File: config.mk
export PLATFORM = sky130hd
export DESIGN_NAME = lobster_mem_arbiter
export DESIGN_NICKNAME = d
export VERILOG_FILES = /design/src/rtl/lobster_mem_arbiter.sv
export SDC_FILE = /design/constraint.sdc
export NUM_CORES = 1
export LEC_CHECK = 0
export CAP_MARGIN = 20
export CELL_PAD_IN_SITES_DETAIL_PLACEMENT = 0
export CELL_PAD_IN_SITES_GLOBAL_PLACEMENT = 1
export CORE_AREA = 2 2 304 306
export CTS_CLUSTER_DIAMETER = 50
export CTS_CLUSTER_SIZE = 20
export DETAILED_ROUTE_END_ITERATION = 16
export DIE_AREA = 0 0 306 308
export GPL_TIMING_DRIVEN = 0
export PLACE_DENSITY = 0.55
export SYNTH_ARGS = -nofsm -noshare
export SYNTH_HDL_FRONTEND = slang
export SYNTH_SLANG_ARGS = --single-unit
File: constraint.sdc
create_clock -name clk -period 14.7 [get_ports clk]
set_clock_uncertainty 0.15 [all_clocks]
set_input_delay 2.205 -clock clk [delete_from_list [all_inputs] [get_ports clk]]
set_output_delay 2.205 -clock clk [all_outputs]
set_load 0.02 [all_outputs]
File: src/rtl/lobster_mem_arbiter.sv
// Round-robin load/store scheduler sharing one data-memory port between two lanes.
// Accepts one request at a time, holds it on the port until accepted, and returns load data as a write-back.
module lobster_mem_arbiter #(
    parameter int ADDR_WIDTH = 36,
    parameter int DATA_WIDTH = 128
) (
    input  logic                    clk,
    input  logic                    rst,
    input  logic [1:0]              req_valid,
    output logic [1:0]              req_ready,
    input  logic [1:0]              req_load,
    input  logic [2*ADDR_WIDTH-1:0] req_addr,
    input  logic [2*DATA_WIDTH-1:0] req_wdata,
    input  logic [2*7-1:0]          req_rd,
    output logic                    mem_valid,
    input  logic                    mem_ready,
    output logic                    mem_load,
    output logic [ADDR_WIDTH-1:0]   mem_addr,
    output logic [DATA_WIDTH-1:0]   mem_wdata,
    input  logic                    mem_rvalid,
    input  logic [DATA_WIDTH-1:0]   mem_rdata,
    output logic                    wb_valid,
    output logic [6:0]              wb_select,
    output logic [DATA_WIDTH-1:0]   wb_value,
    output logic                    wb_lane,
    output logic                    busy,
    output logic                    err_spurious
);
    typedef enum logic [1:0] {IDLE, ISSUE, WAIT_RESP} state_t;

    state_t                  state_reg, state_next;
    logic                    rr_ptr_reg;
    logic                    load_reg;
    logic [ADDR_WIDTH-1:0]   addr_reg;
    logic [DATA_WIDTH-1:0]   wdata_reg;
    logic [6:0]              rd_reg;
    logic                    lane_reg;
    logic                    wb_valid_reg;
    logic [6:0]              wb_select_reg;
    logic [DATA_WIDTH-1:0]   wb_value_reg;
    logic                    wb_lane_reg;
    logic                    err_reg;

    logic [ADDR_WIDTH-1:0]   lane_addr  [2];
    logic [DATA_WIDTH-1:0]   lane_wdata [2];
    logic [6:0]              lane_rd    [2];
    logic [1:0]              grant;
    logic                    grant_lane;
    logic                    accept;

    genvar gi;
    generate
        for (gi = 0; gi < 2; gi++) begin : g_lane
            assign lane_addr[gi]  = req_addr[gi*ADDR_WIDTH +: ADDR_WIDTH];
            assign lane_wdata[gi] = req_wdata[gi*DATA_WIDTH +: DATA_WIDTH];
            assign lane_rd[gi]    = req_rd[gi*7 +: 7];
        end
    endgenerate

    // Grant is gated by rst so nothing is offered while reset is held.
    always_comb begin
        grant      = 2'b00;
        grant_lane = 1'b0;
        if (state_reg == IDLE && !rst) begin
            case (req_valid)
                2'b01:   begin grant = 2'b01; grant_lane = 1'b0; end
                2'b10:   begin grant = 2'b10; grant_lane = 1'b1; end
                2'b11:   begin
                    grant_lane = rr_ptr_reg;
                    grant      = rr_ptr_reg ? 2'b10 : 2'b01;
                end
                default: begin grant = 2'b00; grant_lane = 1'b0; end
            endcase
        end
    end

    assign accept = |(req_valid & grant);

    always_comb begin
        state_next = state_reg;
        case (state_reg)
            IDLE:      if (accept) state_next = ISSUE;
            ISSUE:     if (mem_ready) state_next = load_reg ? WAIT_RESP : IDLE;
            WAIT_RESP: if (mem_rvalid) state_next = IDLE;
            default:   state_next = IDLE;
        endcase
    end

    always_ff @(posedge clk or posedge rst) begin
        if (rst) begin
            state_reg     <= IDLE;
            rr_ptr_reg    <= 1'b0;
            load_reg      <= 1'b0;
            addr_reg      <= '0;
            wdata_reg     <= '0;
            rd_reg        <= '0;
            lane_reg      <= 1'b0;
            wb_valid_reg  <= 1'b0;
            wb_select_reg <= '0;
            wb_value_reg  <= '0;
            wb_lane_reg   <= 1'b0;
            err_reg       <= 1'b0;
        end else begin
            state_reg    <= state_next;
            wb_valid_reg <= 1'b0;
            if (accept) begin
                load_reg   <= req_load[grant_lane];
                addr_reg   <= lane_addr[grant_lane];
                wdata_reg  <= lane_wdata[grant_lane];
                rd_reg     <= lane_rd[grant_lane];
                lane_reg   <= grant_lane;
                rr_ptr_reg <= ~grant_lane;
            end
            // Loads to REG_ZERO still read memory but leave the write-back outputs untouched.
            if (state_reg == WAIT_RESP && mem_rvalid && rd_reg != 7'd0) begin
                wb_valid_reg  <= 1'b1;
                wb_select_reg <= rd_reg;
                wb_value_reg  <= mem_rdata;
                wb_lane_reg   <= lane_reg;
            end
            if (mem_rvalid && state_reg != WAIT_RESP)
                err_reg <= 1'b1;
        end
    end

    assign req_ready    = grant;
    assign mem_valid    = (state_reg == ISSUE);
    assign mem_load     = load_reg;
    assign mem_addr     = addr_reg;
    assign mem_wdata    = wdata_reg;
    assign wb_valid     = wb_valid_reg;
    assign wb_select    = wb_select_reg;
    assign wb_value     = wb_value_reg;
    assign wb_lane      = wb_lane_reg;
    assign busy         = (state_reg != IDLE);
    assign err_spurious = err_reg;
endmodule

==> flow_summary_export.csv <==
group,metric,value,unit
detailed_routing,ant_nets,0,
clock_tree,htree_levels,2,
floorplanning,fp.dieArea,94200,um2
grt,antenna_found_initial,13,
grt,top_usage_layer,"met2",
floorplanning,core,91000,um2
yosys,yosys-top-cells-area,"dfrtp_1, a221o_1, mux2_4",
floorplanning,num_rows,111,
yosys,seq_area_frac_synth,57.7,%
yosys,ys_seq_elements,314,
power,leakagePower,10.1,nW
yosys,postSynthAreaPerCell,12.4,um2
yosys,synth_top_cell_by_area,"dfrtp_1",
detailed_routing,drtIter0Drc,669,
clock_tree,cts_root_buffer,"clkbuf_16",
power,intPower,3.36,mW
yosys,netlist_instances,1099,
finish,final_layout_size_suffix_gt1_share,12.5,%
hold_path,hold_path_end,"err_spurious",
hold_path,hp-class,"flip-flop to flip-flop",
yosys,synth_xor_area_share,0,%
floorplanning,die_h,308,um
yosys,synth_top_area_share,57.7,%
power,p_sw_share,36.9,%
clock_tree,clk_latency,610,ps
hold_path,hold_depth,1,
floorplanning,initial_core_util,15.0,%
detailed_routing,dr.pass1.iters,4,
timing,finalSetupViolations,0,
yosys,yosys_most_used_dff,"dfrtp_1",
timing,rsz0062_at_grt,"no",
setup_path,required,12350,ps
job,max-cap-violations,0,
detailed_routing,drc_errors,0,
outcome,status,"complete, no violations",
grt,grt_pass1_wl,98.1,mm
setup_path,ff2ff_setup_slack,12050,ps
grt,use_met1,16.4,%
timing,worstMarginPinSlew,947,ps
setup_path,r2r_start,"state_reg[1]",
yosys,synthMuxAreaShare,13.4,%
place,place.gp.congestion,0.820,
power,power_frac_comb,46.5,%
yosys,synth_compound_area_share,13.5,%
power,irDropWorstVdd,87.0,uV
place,portBuffers,784,
detailed_routing,drt-wirelength-per-cell,21.8,um
detailed_routing,viasPerCell,4.08,
timing,slew_headroom,36.8,%
detailed_routing,drt_wl_total,69.3,mm
power,p_switching,1.96,mW
hold_path,min_from,"err_spurious",
setup_path,cp-start-kind,"input port",
detailed_routing,route.vias.total,13000,
floorplanning,die_w,306,um
floorplanning,io-pin-count,785,
power,p_seq_share,29.6,%
finish,syn_to_final_growth,82.8,%
setup_path,critical_path_class,"input port to primary output",
finish,final_cells,3178,
setup_path,worstPathArrival,5070,ps
power,total_power,5.32,mW
yosys,synth-simple-area-share,11.7,%
finish,finalNetCount,2420,
setup_path,reg2regPathDepth,5,
grt,overflow,0,
clock_tree,cts.sinks,314,
yosys,synth_edf_count,0,
timing,period_needed,7430,ps
grt,grt_pass1_vias,14100,
place,hpwl,54.3,mm
clock_tree,post_cts_resize_count,0,
setup_path,crit_fanout,10,
grt,grtUsageTotal,14.1,%
yosys,synth_fa_ha_area_share,0,%
place,dp.cells,3073,
power,power.density,214,nW/um2
setup_path,worstReg2RegEnd,"mem_addr[9]",
power,clockPowerShare,23.9,%
yosys,synth_top_family_by_area,"compound AO/OA/AOI/OAI gates",
clock_tree,clockBufferDepth,3,
grt,grt_util_met3,4.67,%
grt,grt_util_met2,24.1,%
timing,period_share,50.5,%
clock_tree,postCtsHoldBufs,0,
yosys,syn-cell-area,13600,um2
yosys,postSynth.asyncResetShare,100,%
setup_path,cp-end-kind,"primary output",
clock_tree,cts_setup_buffers,0,
clock_tree,cts_made_buffers,53,
timing,max_freq,135,MHz
yosys,synthDistinctLibCells,26,
clock_tree,clk_pin_slew,50,ps
yosys,synth_warnings,0,
yosys,synth.net_count,1577,
timing,hold_viol,0,
timing,drv_slew,0,
grt,grt_start_max_net_pins,118,
clock_tree,cts_tree,"yes",
-- worst max-delay path, cell delays in order --
cell and delay (ps):
clkdlybuf4s50_1 560, or3_1 420, clkbuf_1 360, clkbuf_1 370, nor3b_1 370, clkdlybuf4s50_1 770
-- stage by stage --
stage	setup slack [ps]	util [%]	TNS [ps]	area [um2]	hold WS (ps)
CTS	7110	27.4	0	24900	315
finish	7270	27.4	0	24900	316
floorplan	3660	-	0	13600	300
global route	7090	27.4	0	24900	355
global placement	-1240	25.2	-367400	23000	296
detailed placement	7120	25.4	0	23100	298
-- layout make-up --
cell class | instances | area, um2
fill | 9479 | 66100
timing repair buffer | 788 | 7950
sequential | 314 | 7860
multi-input combinational | 672 | 5260
clock buffer | 66 | 1490
tap | 1186 | 1480
buffer | 110 | 502
clock inverter | 32 | 332
inverter | 3 | 18.8
antenna | 7 | 17.5
-- cell families after synthesis --
logic type | count (synthesis)
multiplexers | 129
flip-flops | 314
buffers and inverters | 113
AND/OR/NAND/NOR | 357
AO/OA/AOI/OAI | 186
-- layer usage --
metal	vias up	wire (um)
met2	596	34100
li1	5844	-
met1	6429	27500
met3	103	5450
met4	4	2250
met5	-	31
-- cell usage after synthesis, types with 3 or more instances --
cell	n
buf_6	11
buf_1	18
a21o_1	3
nand2_1	173
clkbuf_1	78
a22o_1	7
a221o_1	172
dfrtp_1	314
mux2_2	30
buf_2	3
nor3_1	173
nand2b_1	3
mux2_4	99
-- cells in the final DEF (no fill, tap or decap), drive strengths merged --
cell type	instances
or3	2
a221o	172
and3b	1
or4	1
o22ai	1
or2	1
mux2	129
clkbuf	144
clkinvlp	5
and3	1
dfrtp	314
nor3	173
and2	1
nand2	173
clkinv	14
nand2b	3
inv	13
diode	7
buf	36
a21o	3
clkdlybuf4s50	784
nor3b	1
a22o	7
bufinv	3
o21ai	3
-- how the worst max path moves through the flow --
stage | end | slack [ps] | startpoint
CTS | req_ready[0] | 7110 | rst
global placement | mem_addr[15] | -1240 | rst
finish | req_ready[0] | 7270 | rst
global route | req_ready[0] | 7090 | rst
floorplan | err_spurious | 3660 | rst
detailed placement | req_ready[0] | 7120 | rst
-- power by group through the flow --
stage | Clock, mW | Combinational (mW) | Sequential, mW
5_1_grt | 1.36 | 2.60 | 1.62
4_1_cts | 1.32 | 2.52 | 1.58
3_5_place_dp | 0 | 2.51 | 1.58
6_report | 1.27 | 2.48 | 1.57
3_3_place_gp | 0 | 2.50 | 1.57
2_1_floorplan | 0 | 0.684 | 2.05
Note: power is estimated with default switching activity, not from simulation.
==> RTL edit, RTL diff (same flow settings) <==
Register the output `err_spurious` once more, cleared by the reset; this adds one clock of latency there. The other outputs are not delayed to match.
--- a/src/rtl/lobster_mem_arbiter.sv
+++ b/src/rtl/lobster_mem_arbiter.sv
@@ -133,6 +133,12 @@
     assign wb_value     = wb_value_reg;
     assign wb_lane      = wb_lane_reg;
     assign busy         = (state_reg != IDLE);
-    assign err_spurious = err_reg;
+    always_ff @(posedge clk or posedge rst) begin
+        if (rst) begin
+            err_spurious <= '0;
+        end else begin
+            err_spurious <= err_reg;
+        end
+    end
 endmodule
 
Function: changed (Yosys sat finds a counterexample within 4 cycles, from zero or initial values and one cycle with rst high).
==> RTL edit against the original RTL <==
- critical endpoint unchanged
- design area increased by 2.5%
- clock power up 25%
- hold slack got worse by 0.095 ns
- highest routed layer unchanged
- wire length rose by 1.6%
- count of clock-buffer cells in the layout is 9 higher
- power up 6.6%
- first-iteration DRC count grew 20%
- worst setup slack lost 0.12 ns
- sequential share of layout area is 0.66 points lower
- area after synthesis up 0.18%
- sequential cell count increased by 1
==> RTL edit: results (changes against the original RTL) <==
[grt]
grt_pass1_wl_mm=100.1  ; was 98.07 mm
grt_max_degree=115  ; was 118
grt_pass1_vias=14275  ; was 14101
antenna_found_initial=9  ; was 13
track_usage_pct=14.48  ; was 14.11%

[layout]
layoutNonFillerInstCount=3205  ; was 3178
nets=2438  ; was 2420
drive_gt1_share_pct=13.56  ; was 12.54%
fillCellCount=9343  ; was 9479

[clock_tree]
cts_buffer_depth=3  ; unchanged
clk_pin_slew_worst_paths_ns=0.06
cts_buffers=66  ; was 53
cts_setup_buffers=0  ; unchanged
htreeDepth=3  ; was 2

[pwr]
powerDensity_nw_per_um2=222.4  ; was 213.7 nW/µm²
p_leak_nw=10.35  ; was 10.06 nW
ir_worst_vdd_mv=0.08737  ; was 0.08697 mV

[route]
initialDrtViolationCount=803  ; was 669
drt-wirelength-per-cell_um=21.99  ; was 21.82 µm
route.vias.total=13140  ; was 12976
dr.pass1.iters=5  ; was 4

[synthesis]
synth_commonest_cells=dfrtp_1 (315), nand2_1 (173), nor3_1 (173)  ; was dfrtp_1 (314), nand2_1 (173), nor3_1 (173)
syn_nets=1578  ; was 1577
synth_compound_area_share_pct=13.47  ; was 13.49%
synth_mux_area_share_pct=13.37  ; was 13.39%
seq_area_frac_synth_pct=57.76  ; was 57.68%
syn_inst=1100  ; was 1099
ys_top_cells_by_area=dfrtp_1 (58%), a221o_1 (13%), mux2_4 (11%)  ; unchanged
ys_warn_count=0  ; unchanged

[worst_hold_path]
min_to=err_spurious$_DFF_PP0_  ; was err_spurious$_DFFE_PP0P_
hold_start=err_reg$_DFFE_PP0P_  ; was err_spurious$_DFFE_PP0P_
holdPathStages=0  ; was 1

[critical_path]
r2r-end=mem_wdata[25]$_DFFE_PP0P_  ; was mem_addr[9]$_DFFE_PP0P_
worstPathArrival_ns=5.19  ; was 5.07 ns
cp_max_fo=10  ; unchanged
rrSetupSlack_ns=11.77  ; was 12.05 ns
cp_slowest_cell=clkdlybuf4s50_1  ; unchanged
crit_end=req_ready[0]  ; unchanged
r2r_cells=5  ; unchanged
slowest_delay_ns=0.82  ; was 0.77 ns

[place]
dpl_cell_area_um2=23140  ; was 23060 µm²
numPlacedInstances=3077  ; was 3073
pre_cts_slack_ns=7.007  ; was 7.123 ns
gp_congestion=0.8510  ; was 0.8197
hpwl_mm=54.85  ; was 54.31 mm

[timing]
fmax_mhz=132.5  ; was 134.6 MHz
max_slew_margin_pct=26.11  ; was 36.84%
whs_ns=0.2209  ; was 0.3161 ns

[outcome]
status=finished, final reports clean  ; unchanged

-- RTL edit: layer usage --
| metal | track usage, % | up-vias | routed length, µm |
|---|---|---|---|
| met5 | 0 | - | 13 |
| met4 | 5.739 | 2 | 2290 |
| met3 | 4.941 | 122 | 5748 |
| met2 | 24.32 | 598 | 34420 |
| met1 | 16.91 | 6518 | 28000 |
| li1 | - | 5900 | - |
-- RTL edit: power breakdown --
group / switching [mW] / internal, mW
combinational: 1.21 / 1.29
clock: 0.576 / 1.01
sequential: 0.280 / 1.30
total: 2.07 / 3.60
-- RTL edit: area by class of cell --
class | instances | share of cell area [%]
diodes | 6 | 0.05886
multi-input cells | 672 | 20.60
repair buffers | 792 | 31.43
well taps | 1186 | 5.817
flip-flops and latches | 315 | 30.90
inverters | 3 | 0.07357
clock buffers | 75 | 6.803
clock inverters | 46 | 2.359
plain buffers | 110 | 1.957
